[config.mk]
export PLATFORM = sky130hd
export DESIGN_NAME = dmx8_32bits_buf
export DESIGN_NICKNAME = d
export VERILOG_FILES = /design/src/rtl/dmx8_32bits_buf.sv
export SDC_FILE = /design/constraint.sdc
export NUM_CORES = 1
export LEC_CHECK = 0
export BUFFER_PORTS_ARGS = -buffer_cell sky130_fd_sc_hd__buf_2
export CORE_MARGIN = 2
export CORE_UTILIZATION = 49
export CTS_CLUSTER_DIAMETER = 30
export DETAILED_ROUTE_END_ITERATION = 7
export GPL_ROUTABILITY_DRIVEN = 0
export PLACE_DENSITY = 0.76
export SLEW_MARGIN = 20
export SYNTH_ARGS = -nofsm -noshare
export SYNTH_HDL_FRONTEND = slang
export SYNTH_SLANG_ARGS = --single-unit
[constraint.sdc]
create_clock -name clk -period 3.5 [get_ports clk]
set_clock_uncertainty 0.2 [all_clocks]
set_input_delay 0 -clock clk [delete_from_list [all_inputs] [get_ports clk]]
set_output_delay 0 -clock clk [all_outputs]
set_load 0.03 [all_outputs]
[src/rtl/dmx8_32bits_buf.sv]
// Buffered 1-to-8 demultiplexer. One producer word is steered by {s2,s1,s0}
// into one of eight single-word holding slots, and each slot has its own
// valid/ready handshake, so a stalled consumer blocks only its own channel.
module dmx8_32bits_buf #(
  parameter int unsigned WIDTH = 32
) (
  input  logic                 clk,
  input  logic                 reset_n,
  input  logic [WIDTH-1:0]     d,
  input  logic                 s2,
  input  logic                 s1,
  input  logic                 s0,
  input  logic                 d_valid,
  output logic                 d_ready,
  output logic [8*WIDTH-1:0]   y,
  output logic [7:0]           y_valid,
  input  logic [7:0]           y_ready,
  output logic [3:0]           occ
);

  logic [2:0]       sel;
  logic             accept;
  logic [7:0]       load;
  logic [7:0]       drain;
  logic [7:0]       valid_d;
  logic [7:0]       valid_q;
  logic [3:0]       occ_d;
  logic [3:0]       occ_q;
  logic [WIDTH-1:0] data_q [8];

  assign sel = {s2, s1, s0};

  // Accept/drain decode and next-state valid vector; occupancy tracks popcount.
  always_comb begin
    d_ready = ~valid_q[sel] | y_ready[sel];
    accept  = d_valid & d_ready;
    load    = '0;
    if (accept) begin
      load[sel] = 1'b1;
    end
    drain   = valid_q & y_ready;
    // A load into a draining slot wins: the slot stays full with the new word.
    valid_d = (valid_q & ~drain) | load;
    occ_d   = '0;
    for (int unsigned k = 0; k < 8; k++) begin
      occ_d = occ_d + {3'b000, valid_d[k]};
    end
  end

  // Slot data: loaded on accept, otherwise held (drain does not clear data).
  always_ff @(posedge clk or negedge reset_n) begin
    if (!reset_n) begin
      for (int unsigned k = 0; k < 8; k++) begin
        data_q[k] <= '0;
      end
    end else begin
      for (int unsigned k = 0; k < 8; k++) begin
        if (load[k]) begin
          data_q[k] <= d;
        end
      end
    end
  end

  // Slot valid flags and registered occupancy count.
  always_ff @(posedge clk or negedge reset_n) begin
    if (!reset_n) begin
      valid_q <= '0;
      occ_q   <= '0;
    end else begin
      valid_q <= valid_d;
      occ_q   <= occ_d;
    end
  end

  // Flatten slot data onto the channel bus.
  always_comb begin
    y = '0;
    for (int unsigned k = 0; k < 8; k++) begin
      y[k*WIDTH +: WIDTH] = data_q[k];
    end
  end

  assign y_valid = valid_q;
  assign occ     = occ_q;

endmodule

==> results.txt <==
Global-route wire length before repair: 73.8 mm
Hold Worst Slack: 0.111 ns
Max cap viols: 0
Pin count of the biggest net entering global routing: 105
Crit share post-route: 1.06
Die Wd: 172 microns
Maximum vdd drop: 0.658 mV
Synth Warn #: 0
Leak: 8.14 nW
WP data arrival: 3.96 ns
Most frequent cells in the layout: buf_2 (313), dfrtp_1 (261), a21oi_1 (130), nand3_1 (130)
Total gr overflow: 0
Die Y: 172 microns
Post-Layout Cell Count: 2041
Worst hold start: y_ready[4]
Maximum clock path buffer count: 3
Root Buffer: clkbuf_16
ANT cells: 0
P&R area growth vs syn: 34.4%
Cell row count: 61
Antenna violations before repair: 0
DIE AREA: 29500 sq um
Finish-stage setup viols: 3
EDFF count, synth: 0
Yosys cell types: 39
Worst R2R Start: y_valid[1]
Filler cells: 2076
Result of the run: finished with violations
Synth Register Bits: 268
Syn Inst Count: 1287
Initial core utilization: 0.497
Post-Route WL: 48.0 mm
Hold path endpoint: y_valid[4]
Hpwl dp: 27.0 mm
Final Hold Fails: 0
Fmax achieved: 0.269 GHz
# IOs: 315
Worst Tran Pin Value: 0.898 ns
Final core occ: 0.668
Most used DFF post-synth: dfrtp_1
Inst Count DP: 1866
Crit path max fanout: 4
Most common cell after layout, fill and taps aside: buf_2
Vias after detailed routing: 12961
Post-Syn Area: 13800 sq um
Worst flop-to-flop path endpoint: occ[2]
WHS Path Cells: 4
Overall Global Routing Usage: 0.317
Failing checks: setup timing
Mean Syn Cell Area: 10.7 sq um
CTS buffer count: 61
Sequential cell area fraction in the yosys report: 0.486
Clock insertion delay at the later pin of the skew report: 0.56 ns
WL per Instance: 23.5 microns
Unrepaired setup endpoints after global routing: true
Clock sinks: 268
Nets: 1663
Clock transition at path regs: 0.04 ns
Final ANT Viol Nets: 0
Core area: 27800 sq um
PnR worst setup slack: -0.213 ns
Residual DRC: 0
Setup TNS: -0.452 ns
CTS tree: built
Number of global-route vias before repair: 13056
Worst hold path type: primary input to register
Ys async rst share: 1.00
Share of layout cells above drive strength 1: 0.387
Critical Path End Type: register
DR iter-0 viols: 1432
Critical path class: register to register
Final Slew Violations: 0
WP data required: 3.75 ns
Min Clock Period, post-route: 3.71 ns
Slew margin rel.: 0.401
Pwr dens: 845 nW/um^2
I/O Buffers: 314
Startpoint Class: register
DRT Pass-1 Iters: 6
Drt via density: 6.35
Reg2Reg Setup Slack: -0.21 ns
Syn nets: 1340
Worst R2R Path Depth: 12
H-tree depth: 2
[synth_stat cells (5+ instances only)]
cell type | count | area share
buf_4 | 7 | 0.0038
inv_1 | 12 | 0.0033
dfrtp_1 | 268 | 0.49
clkbuf_1 | 107 | 0.029
mux2_1 | 23 | 0.019
mux2i_1 | 6 | 0.0043
mux2_2 | 51 | 0.042
nand4_1 | 128 | 0.058
a21oi_1 | 131 | 0.047
o211ai_1 | 128 | 0.070
buf_6 | 9 | 0.0073
mux2_4 | 54 | 0.059
nand2_1 | 5 | 0.0014
nor2_1 | 5 | 0.0014
buf_1 | 11 | 0.0030
a21boi_0 | 128 | 0.070
nand2b_1 | 6 | 0.0027
nand3_1 | 130 | 0.047
buf_2 | 35 | 0.013
[metrics by stage]
stage / power, W / setup WS, ns / instance area [sq um]
after floorplan: 0.00796 / -0.358 / 13900
after global placement: 0.00946 / -0.101 / 15800
after detailed placement: 0.00961 / -0.179 / 15800
after CTS: 0.0157 / -0.139 / 18500
after global routing: 0.0163 / -0.286 / 18600
final: 0.0157 / -0.213 / 18600
[layout make-up]
class                      count  area, sq um  area share
sequential                   268         6720       0.362
timing repair buffer         429         2640       0.142
clock inverter                49          589      0.0317
tap                          378          473      0.0255
multi-input combinational    838         6500       0.350
clock buffer                  67         1600      0.0861
inverter                      12         45.0     0.00243
[flip-flops by register name, summed over array words and instances, names as in the netlist]
register	flops
y	256
y_valid	8
occ	4
[timing repair]
action                                  in CTS  in global routing
buffers inserted                             6                  5
hold buffers                                49                  0
hold endpoints to repair                   534                  0
cloned                                       0                  0
endpoints found under the setup margin       3                  4
resized for setup                            5                  3
pin swaps                                    1                 11
[worst max-delay path, cell delays in order (launching register included)]
cell and delay (ns):
dfrtp_2 0.42, mux2i_4 0.30, o221ai_4 0.18, a21oi_4 0.18
a21o_1 0.16, fa_1 0.44, inv_2 0.07, fa_1 0.40
fa_1 0.55, inv_2 0.05, ha_4 0.15, fa_2 0.33
xor2_1 0.15
[worst max-delay path by stage]
stage,from,depth (start not counted),to,slack [ns]
after floorplan,y_valid[0],13,occ[2],-0.36
after global placement,y_valid[2],12,occ[2],-0.10
after detailed placement,y_valid[1],12,occ[2],-0.18
after CTS,y_valid[1],12,occ[2],-0.14
after global routing,y_valid[1],12,occ[2],-0.29
final,y_valid[1],12,occ[2],-0.21
[logic make-up after synthesis]
| family | Yosys count | share of synthesized area |
|---|---|---|
| buffers and inverters | 181 | 0.0591 |
| AO/OA/AOI/OAI | 410 | 0.204 |
| adder cells (fa/ha/maj) | 7 | 0.00852 |
| flip-flops | 268 | 0.486 |
| XOR/XNOR | 1 | 0.000634 |
| multiplexers | 137 | 0.127 |
| AND/OR/NAND/NOR | 283 | 0.116 |
[routing by layer]
layer / vias up / track usage / wire length, microns
met5: - / 0 / 0
met2: 801 / 0.501 / 22400
met3: 129 / 0.0989 / 5280
li1: 5533 / - / -
met1: 6498 / 0.410 / 18600
met4: 0 / 0.119 / 1640
[report_power, final]
group | total, W | internal [W] | switching [W]
Clock | 0.00595 | 0.00394 | 0.00201
Combinational | 0.00510 | 0.00169 | 0.00342
Sequential | 0.00463 | 0.00402 | 0.000618
Power figures use the tool's default switching activity.
